`src/rtl/seg7_pkg.sv`:
```
// Shared segment constants and small helpers for the seven-segment scanner.
// Patterns are active-low, bit order gfedcba.
package seg7_pkg;

    typedef logic [3:0] hex_t;
    typedef logic [6:0] seg_t;
    typedef logic [1:0] idx_t;

    localparam seg_t SEG_0 = 7'h40;
    localparam seg_t SEG_1 = 7'h79;
    localparam seg_t SEG_2 = 7'h24;
    localparam seg_t SEG_3 = 7'h30;
    localparam seg_t SEG_4 = 7'h19;
    localparam seg_t SEG_5 = 7'h12;
    localparam seg_t SEG_6 = 7'h02;
    localparam seg_t SEG_7 = 7'h78;
    localparam seg_t SEG_8 = 7'h00;
    localparam seg_t SEG_9 = 7'h10;
    localparam seg_t SEG_A = 7'h08;
    localparam seg_t SEG_B = 7'h03;
    localparam seg_t SEG_C = 7'h46;
    localparam seg_t SEG_D = 7'h21;
    localparam seg_t SEG_E = 7'h06;
    localparam seg_t SEG_F = 7'h0E;

    localparam seg_t       SEG_OFF = 7'h7F;
    localparam logic [3:0] AN_OFF  = 4'hF;

    // One-hot-low anode enable for a scan slot.
    function automatic logic [3:0] an_sel(input idx_t i);
        return ~(4'b0001 << i);
    endfunction

endpackage

```
`src/rtl/seg7_decoder.sv`:
```
// Combinational hex to active-low seven-segment decoder.
// Backed by the shared constant table.
module seg7_decoder
    import seg7_pkg::*;
(
    input  logic [3:0] hex,
    output logic [6:0] seg
);

    always_comb begin
        seg = SEG_OFF;
        unique case (hex)
            4'h0: seg = SEG_0;
            4'h1: seg = SEG_1;
            4'h2: seg = SEG_2;
            4'h3: seg = SEG_3;
            4'h4: seg = SEG_4;
            4'h5: seg = SEG_5;
            4'h6: seg = SEG_6;
            4'h7: seg = SEG_7;
            4'h8: seg = SEG_8;
            4'h9: seg = SEG_9;
            4'hA: seg = SEG_A;
            4'hB: seg = SEG_B;
            4'hC: seg = SEG_C;
            4'hD: seg = SEG_D;
            4'hE: seg = SEG_E;
            4'hF: seg = SEG_F;
        endcase
    end

endmodule

```
`src/rtl/seg7_scan_display.sv`:
```
// Time-multiplexed 4-digit common-anode display driver.
// Anodes and cathodes are registered together from the same scan slot.
module seg7_scan_display
    import seg7_pkg::*;
#(
    parameter int COUNT_BITS = 17
) (
    input  logic       clk,
    input  logic       clr,
    input  logic [3:0] dig1,
    input  logic [3:0] dig2,
    input  logic [3:0] dig3,
    input  logic [3:0] dig4,
    output logic [3:0] an,
    output logic [6:0] ca
);

    logic [COUNT_BITS-1:0] cnt;
    idx_t                  idx;
    hex_t                  cur;
    seg_t                  seg;

    assign idx = cnt[COUNT_BITS-1 -: 2];

    always_comb begin
        cur = dig1;
        unique case (idx)
            2'd0: cur = dig1;
            2'd1: cur = dig2;
            2'd2: cur = dig3;
            2'd3: cur = dig4;
        endcase
    end

    seg7_decoder u_dec (
        .hex (cur),
        .seg (seg)
    );

    // Outputs follow the pre-increment slot, giving the one-clock lag.
    always_ff @(posedge clk or negedge clr) begin
        if (!clr) begin
            cnt <= '0;
            an  <= AN_OFF;
            ca  <= SEG_OFF;
        end else begin
            cnt <= cnt + 1'b1;
            an  <= an_sel(idx);
            ca  <= seg;
        end
    end

endmodule

```
`config.mk`:
```
export PLATFORM = sky130hd
export DESIGN_NAME = seg7_scan_display
export DESIGN_NICKNAME = d
export VERILOG_FILES = /design/src/rtl/seg7_pkg.sv /design/src/rtl/seg7_decoder.sv /design/src/rtl/seg7_scan_display.sv
export SDC_FILE = /design/constraint.sdc
export NUM_CORES = 1
export LEC_CHECK = 0
export ABC_AREA = 0
export CORE_MARGIN = 2
export CORE_UTILIZATION = 45
export CTS_CLUSTER_SIZE = 20
export DETAILED_ROUTE_END_ITERATION = 7
export HOLD_SLACK_MARGIN = 0.15
export PLACE_DENSITY = 0.76
export SYNTH_ARGS = -nofsm -noshare
export SYNTH_HDL_FRONTEND = slang
export SYNTH_SLANG_ARGS = --single-unit
```
`constraint.sdc`:
```
create_clock -name clk -period 2.1 [get_ports clk]
set_clock_uncertainty 0.05 [all_clocks]
set_input_delay 0.42 -clock clk [delete_from_list [all_inputs] [get_ports clk]]
set_output_delay 0.42 -clock clk [all_outputs]
set_load 0.05 [all_outputs]
```
==> impl_summary.md, run 1 <==
Outcome
The flow ran to the end, and the final reports show no timing, DRC or antenna violations.

Layout
0 antenna diodes ended up in the layout. Of the cells placed in the final design, the portion with a size suffix greater than 1 is 28.2%. The final layout contains about 180 nets. The final instance area is ~1700 sq um. The growth of design area from synthesis to finish is 26.3%. At the end of the flow the core is filled with cells to around three fifths.

Synthesis
The post-synth net total is ~140. By instance count, the leading cell after synthesis is sky130_fd_sc_hd__dfrtp_1. The number of synthesized flops with an enable pin is 0. The flop and latch count out of synthesis is 28. The average cell area after synthesis is between 10 and 15 sq um. The biggest area contributor in the post-synthesis netlist is sky130_fd_sc_hd__dfrtp_1. The commonest cells after synthesis are sky130_fd_sc_hd__dfrtp_1 (17), sky130_fd_sc_hd__dfstp_2 (11), sky130_fd_sc_hd__inv_1 (9), sky130_fd_sc_hd__nand2_1 (9), sky130_fd_sc_hd__xnor2_1 (8). The proportion of netlist area held by the largest area contributor is a little under a third. The number of distinct standard cells referenced by the synthesized netlist is 28.

In the post-synthesis netlist, the biggest area contributors are sky130_fd_sc_hd__dfrtp_1 (31%), sky130_fd_sc_hd__dfstp_2 (21%), sky130_fd_sc_hd__ha_1 (6.4%). The async set-reset flop share out of synthesis is 100%. The register area share after synthesis is a little over 50%.

Among all flip-flop cells after synthesis, the most frequent one is sky130_fd_sc_hd__dfrtp_1. The count of mapped cells out of synthesis is 112. For this run, the number of Yosys warnings is 0.

The cell area after synthesis is 1380 sq um.

Clock network
The total clock buffers created by CTS is 3. The cell chosen for the clock root is sky130_fd_sc_hd__clkbuf_4. The clock drives 28 sinks.

Once the clock tree was built, the resizer swapped 0 gates to a different size. The insertion delay of the later-clocked pin in the worst-skew pair is about 0.32 ns. The post-CTS setup buffer count is 0. The total number of H-tree levels is 1.

The clock edge transition at the registers on the reported setup and hold paths is 0.15 ns. In this run the deepest clock path goes through 2 buffers. TritonCTS built the clock tree. The hold-fix buffer count after cts is 0.

GRT
The global-route congestion overflow total is 0. The first global-routing pass estimated 4310 um of wire. Entering global routing, the biggest net connects 29 pins. The overall global routing resource usage is 16.5%.

The via count of the first global-routing pass is 976. The number of antenna violations at the first check in global routing came to 0.

Timing
Setup violations remaining at the end of the flow were counted as 0. The final-layout worst hold slack is 0.411 ns. Of the available clock period, the critical path in the final layout requires 96.0%. For this run, the top clock speed supported by timing is between 400 and 500 MHz. Setup repair after global routing left no endpoint under its margin. In this run the tightest slew margin relative to its limit is 76.8%. The slack of the critical path is about 0.085 ns. The slew at the pin closest to its max-slew limit is roughly 0.35 ns. The final critical path time including I/O delays and setup is 2.02 ns. The count of final max-slew check failures was 0. The number of failing hold endpoints at the final stage is 0.

Job
The max capacitance violation total is 0.

Placed design
Routability-driven placement finished with a final weighted congestion of 0.767. The worst-case setup slack after placement is -0.266 ns. The placed wire-length estimate after detailed placement is 1990 um. Buffers placed on the I/O ports in this run total 28. Once placement finished, the instance area stood at 1710 sq um.

Routing
The first detailed-routing pass took 4 iterations. The routed wirelength normalized by instance count is 14.2 um. Wires add up to 2580 um. The detail route stage leaves a number of antenna-violating nets equal to 0. The DRC violation count after routing is 0.

After the first detailed-routing iteration, the DRC count stood at 11. The routed layout has 946 vias. After detailed routing, the number of vias per cell comes to between 5 and 6.

Floorplanning
In this run the standard cell core region covers around 3000 sq um. The number of rows in the core area is 20. For this design the top-level I/O count stands at 29. The vertical extent of the die is 59.4 um. The die is 59.4 um wide.

The initial utilization of the core area, before any placement, comes to 46.3%. The total die area is 3520 sq um.

Power and ir drop
The completed layout was analyzed and its total power is 989 uW. The maximum vdd drop is 273 uV. Power spread over the standard cell area amounts to 568 nW/um^2. The static leakage is 0.811 nW.

Hold path
The path type of the worst min-delay path is input port to asynchronous set/reset pin.

Setup path
The required time of the critical path is 2.30 ns. The worst setup path is captured at a flip-flop. The critical path start-end classification is input port to flip-flop.

In this run the worst path has a maximum fanout of 5. The arrival time of the worst setup path is 2.22 ns. The type of element launching the critical path is an input port.
-- worst paths after layout --
check	slack (ns)	depth (start not counted)	startpoint	end
worst max-delay path	0.08	8	dig3[1]	ca[0]$_DFF_PN1_
worst min-delay path	0.41	2	clr	cnt[0]$_DFF_PN0_
max in group asynchronous	1.28	2	clr	an[2]$_DFF_PN1_
worst min register to register	0.43	1	cnt[14]$_DFF_PN0_	cnt[14]$_DFF_PN0_
min in group clk	0.43	1	cnt[14]$_DFF_PN0_	cnt[14]$_DFF_PN0_
worst max register to register	0.12	7	cnt[15]$_DFF_PN0_	ca[0]$_DFF_PN1_
-- sequential cells by signal, indices dropped and copies added, names as in the netlist --
register / cells
cnt: 17
ca: 7
an: 4
-- logic make-up after synthesis --
kind of cell	Yosys count	share of synthesized area [%]
compound gates	6	2.72
flops	28	51.8
buf+inv	12	4.45
fa+ha+maj	7	6.35
simple gates	35	13.3
mux	9	11.8
xor+xnor	15	9.53
-- per-layer routing --
metal / up-vias / wire (um) / track usage, %
met5: - / 0 / 0
met2: 26 / 1380 / 30.8
li1: 460 / - / -
met3: 2 / 169 / 2.62
met4: 0 / 9 / 5.84
met1: 458 / 1030 / 18.9
-- worst max-delay path, stage by stage --
cell	delay (ns)
sky130_fd_sc_hd__clkdlybuf4s50_1	0.42
sky130_fd_sc_hd__mux4_1	0.59
sky130_fd_sc_hd__inv_1	0.12
sky130_fd_sc_hd__buf_4	0.12
sky130_fd_sc_hd__ha_1	0.22
sky130_fd_sc_hd__buf_4	0.14
sky130_fd_sc_hd__a21oi_1	0.04
sky130_fd_sc_hd__nor3_1	0.14
-- final cells by class --
type                            instances  area, sq um
Fill cell                             257         1240
Multi-Input combinational cell         72          603
Inverter                                9         33.8
Timing Repair Buffer                   36          313
Sequential cell                        28          714
Tap cell                               33         41.3
Clock buffer                            4         36.3
-- metrics by stage --
step,instances,setup TNS (ns)
final,182,0
after global routing,182,0
after CTS,182,0
after detailed placement,178,-1.47
after global placement,178,-1.11
after floorplan,112,0
-- layout by cell type (no fill, tap or decap), drive strengths merged --
cell type and count:
nand4 3, nor3 4, dfrtp 17, ha 7
or2 2, clkbuf 4, and3 2, or4 1
clkdlybuf4s50 17, nand2b 2, inv 9, o22ai 2
and4 1, nor2 5, mux2 2, o21ai 2
nand2 9, buf 19, nor3b 1, xor2 7
nand3 5, dfstp 11, a21oi 1, xnor2 8
a32o 1, mux2i 2, mux4 5
-- power by group --
group | leakage [nW] | switching [mW] | internal, mW
clock network | 0.0210 | 0.151 | 0.106
registers | 0.338 | 0.00320 | 0.560
logic | 0.451 | 0.0934 | 0.0754
total | 0.811 | 0.248 | 0.742
Power figures use the tool's default switching activity.
==> run 2: changes to the inputs <==
--- a/config.mk
+++ b/config.mk
@@ -12,6 +12,7 @@
 export DETAILED_ROUTE_END_ITERATION = 7
 export HOLD_SLACK_MARGIN = 0.15
 export PLACE_DENSITY = 0.76
+export REMOVE_ABC_BUFFERS = 1
 export SYNTH_ARGS = -nofsm -noshare
 export SYNTH_HDL_FRONTEND = slang
 export SYNTH_SLANG_ARGS = --single-unit
==> impl_summary.md, run 2 (synthesis results as in run 1) <==
Outcome
The run finished with clean final reports.

Layout
In the final layout, the registers with the most flip-flops are cnt x17, ca x7, an x4. The top cell types in the final layout, fill and taps aside, are sky130_fd_sc_hd__buf_4 (18), sky130_fd_sc_hd__dfrtp_1 (17), sky130_fd_sc_hd__clkdlybuf4s50_1 (17), sky130_fd_sc_hd__dfstp_2 (11). The fraction of final layout cells with drive strength greater than 1 came to 27.7% (-0.49 points). The final net count came to 174 (-0.57%).

Counting flops per register, the top entry is cnt. The commonest non-fill, non-tap cell in the layout is sky130_fd_sc_hd__buf_4. The number of antenna diodes is 0 (unchanged). The growth of design area from synthesis to finish is 25.8%. The flip-flop count of the largest register after layout is 17 (unchanged).

GRT
The global-route congestion overflow total came to 0 (unchanged). The maximum number of pins on one net before global-route repair is 29 (unchanged). The overall global routing resource usage is 15.3% (-1.2 points). The wire length of the first global-routing pass is 4030 um (-6.6%). The via count of the first global-routing pass is 938 (-3.9%). The number of antenna violations at the first check in global routing is 0 (unchanged).

Clock network
The insertion delay of the later-clocked pin in the worst-skew pair is 0.32 ns (about the same). TritonCTS built the clock tree. The count of instances resized after the clock tree is built came to 0 (unchanged). The number of buffers on the longest clock path came to 2 (unchanged). The cell chosen for the clock root is sky130_fd_sc_hd__clkbuf_4. The total number of H-tree levels is 1 (unchanged).

The CTS sink count was 28 (unchanged). The total clock buffers created by CTS is 3 (unchanged). The clock edge transition at the registers on the reported setup and hold paths is 0.15 ns (about the same). The hold-fix buffer count after cts is 0 (unchanged). The post-CTS setup buffer count was 0 (unchanged).

Power and ir drop
The switching share of power is 25.2% (+0.13 points). The total power per unit cell area is 571 nW/um^2 (+0.44%). The combinational share of power came to 16.8% (-0.3 points). The static leakage is 0.806 nW (-0.63%).

The power share of the clock group was 26.3% (+0.3 points). The switching power came to 249 uW (+0.53%). The sequential power share came to 56.9% (about the same). The maximum vdd drop is 306 uV (+12%). The internal power summed over all cells is 741 uW (-0.16%).

Timing
The number of failing hold endpoints at the final stage was 0 (unchanged). The final-report setup violation count was 0 (unchanged). The slack of the critical path was 0.109 ns (+0.0243 ns).

The remaining max-slew budget at the tightest pin is 77.1% (+0.35 points). Setup repair after global routing left no endpoint under its margin. The final-layout worst hold slack is 0.399 ns (-0.0119 ns). The post-route fraction of the period consumed by the critical path is 94.8% (-1.2 points).

The highest clock rate is 502 MHz (+1.2%). The slew at the pin closest to its max-slew limit is 0.343 ns (-0.00531 ns). The final critical path time including I/O delays and setup came to 1.99 ns (-0.0243 ns). The count of final max-slew check failures is 0 (unchanged).

Routing
The average vias per placed instance came to 5.29 (+1.8%). The DRC violation total after the first TritonRoute iteration is 23 (+12). The antenna violation net count after detailed routing is 0 (unchanged). The routed wirelength normalized by instance count was 13.3 um (-6.0%).

The number of detailed-routing iterations run before antenna repair is 2 (-2). The final wirelength is 2420 um (-6.5%). The DRC violation count after routing is 0 (unchanged). The total vias in the final route came to 958 (+1.3%).

Setup path
The critical-path maximum fanout was 5 (unchanged). The arrival time of the worst setup path was 2.21 ns (about the same). The largest incremental delay on the critical path is 0.58 ns (about the same). The endpoint class of the critical path is a flip-flop. The critical path buffer and inverter count is 3 (-1). The kind of cell with the highest combined delay on the critical path is multiplexers.

The required time of the critical path was 2.31 ns (about the same). The setup path with the least slack is of type input port to flip-flop. On the critical path, the stage with the largest delay is an instance of sky130_fd_sc_hd__mux4_1. STA classifies the critical path startpoint as an input port. Walking the worst path, the cells encountered are clkdlybuf4s50_1 > mux4_1 > inv_1 > buf_4 > ha_1 > mux2_2 > nand2_1 > o21ai_1.

Floorplanning
The number of rows in the core area is 20 (unchanged). The number of top-level pins was 29 (unchanged). The starting density of the core was 46.3% (unchanged). The floorplan core area is 2980 sq um (unchanged).

The vertical extent of the die is 59.4 um (unchanged). The width of the die is 59.4 um (unchanged). The total die area is 3520 sq um (unchanged).

Placed design
The final RePlAce weighted congestion came to 0.801 (+4.4%). The placed wire-length estimate after detailed placement is 1890 um (-5.1%). The worst-case setup slack after placement is -0.230 ns (+0.0366 ns). The number of buffers added on ports is 28 (unchanged).

Job
The max capacitance violation total is 0 (unchanged).

Hold path
The path class of the tightest hold or removal check is input port to asynchronous set/reset pin.
## run 2: path summary, 6_finish.rpt
kind                            slack [ns]  depth (start not counted)               from                end
min in group clk                      0.43                          1   cnt[0]$_DFF_PN0_   cnt[0]$_DFF_PN0_
worst max register to register        0.15                          7  cnt[15]$_DFF_PN0_    ca[5]$_DFF_PN1_
worst max-delay path                  0.11                          8            dig4[1]    ca[5]$_DFF_PN1_
worst min-delay path                  0.40                          2                clr  cnt[14]$_DFF_PN0_
max in group asynchronous             1.31                          2                clr    an[2]$_DFF_PN1_
worst min register to register        0.43                          1   cnt[0]$_DFF_PN0_   cnt[0]$_DFF_PN0_
## run 2: layout make-up
cell class	instances	area [sq um]
Fill cell	248	1240
Sequential cell	28	714
Multi-Input combinational cell	72	603
Timing Repair Buffer	35	305
Tap cell	33	41.3
Clock buffer	4	36.3
Inverter	9	33.8
## run 2: metal layers
layer	wire [um]	share of wire, %	GRT usage, %
met1	1030	43	18.6
met2	1220	50	26.4
met3	159	6.6	3.28
met4	9	0.37	5.84
met5	0	0	0
## run 2: power groups by stage
stage | sequential [mW] | clock, mW | combinational (mW)
floorplan | 0.620 | 0 | 0.0416
global placement | 0.573 | 0 | 0.164
detailed placement | 0.573 | 0 | 0.167
CTS | 0.564 | 0.267 | 0.167
global route | 0.565 | 0.291 | 0.177
finish | 0.563 | 0.260 | 0.166
## run 2: per-stage QoR
| step | power (mW) | utilization [%] | area, sq um | instances | TNS (ns) |
|---|---|---|---|---|---|
| after floorplan | 0.661 | - | 1350 | 109 | 0 |
| final | 0.990 | 58.2 | 1730 | 181 | 0 |
| after global placement | 0.737 | 57.0 | 1700 | 177 | -1.04 |
| after detailed placement | 0.740 | 57.0 | 1700 | 177 | -1.18 |
| after global routing | 1.03 | 58.2 | 1730 | 181 | 0 |
| after CTS | 0.998 | 58.2 | 1730 | 181 | 0 |
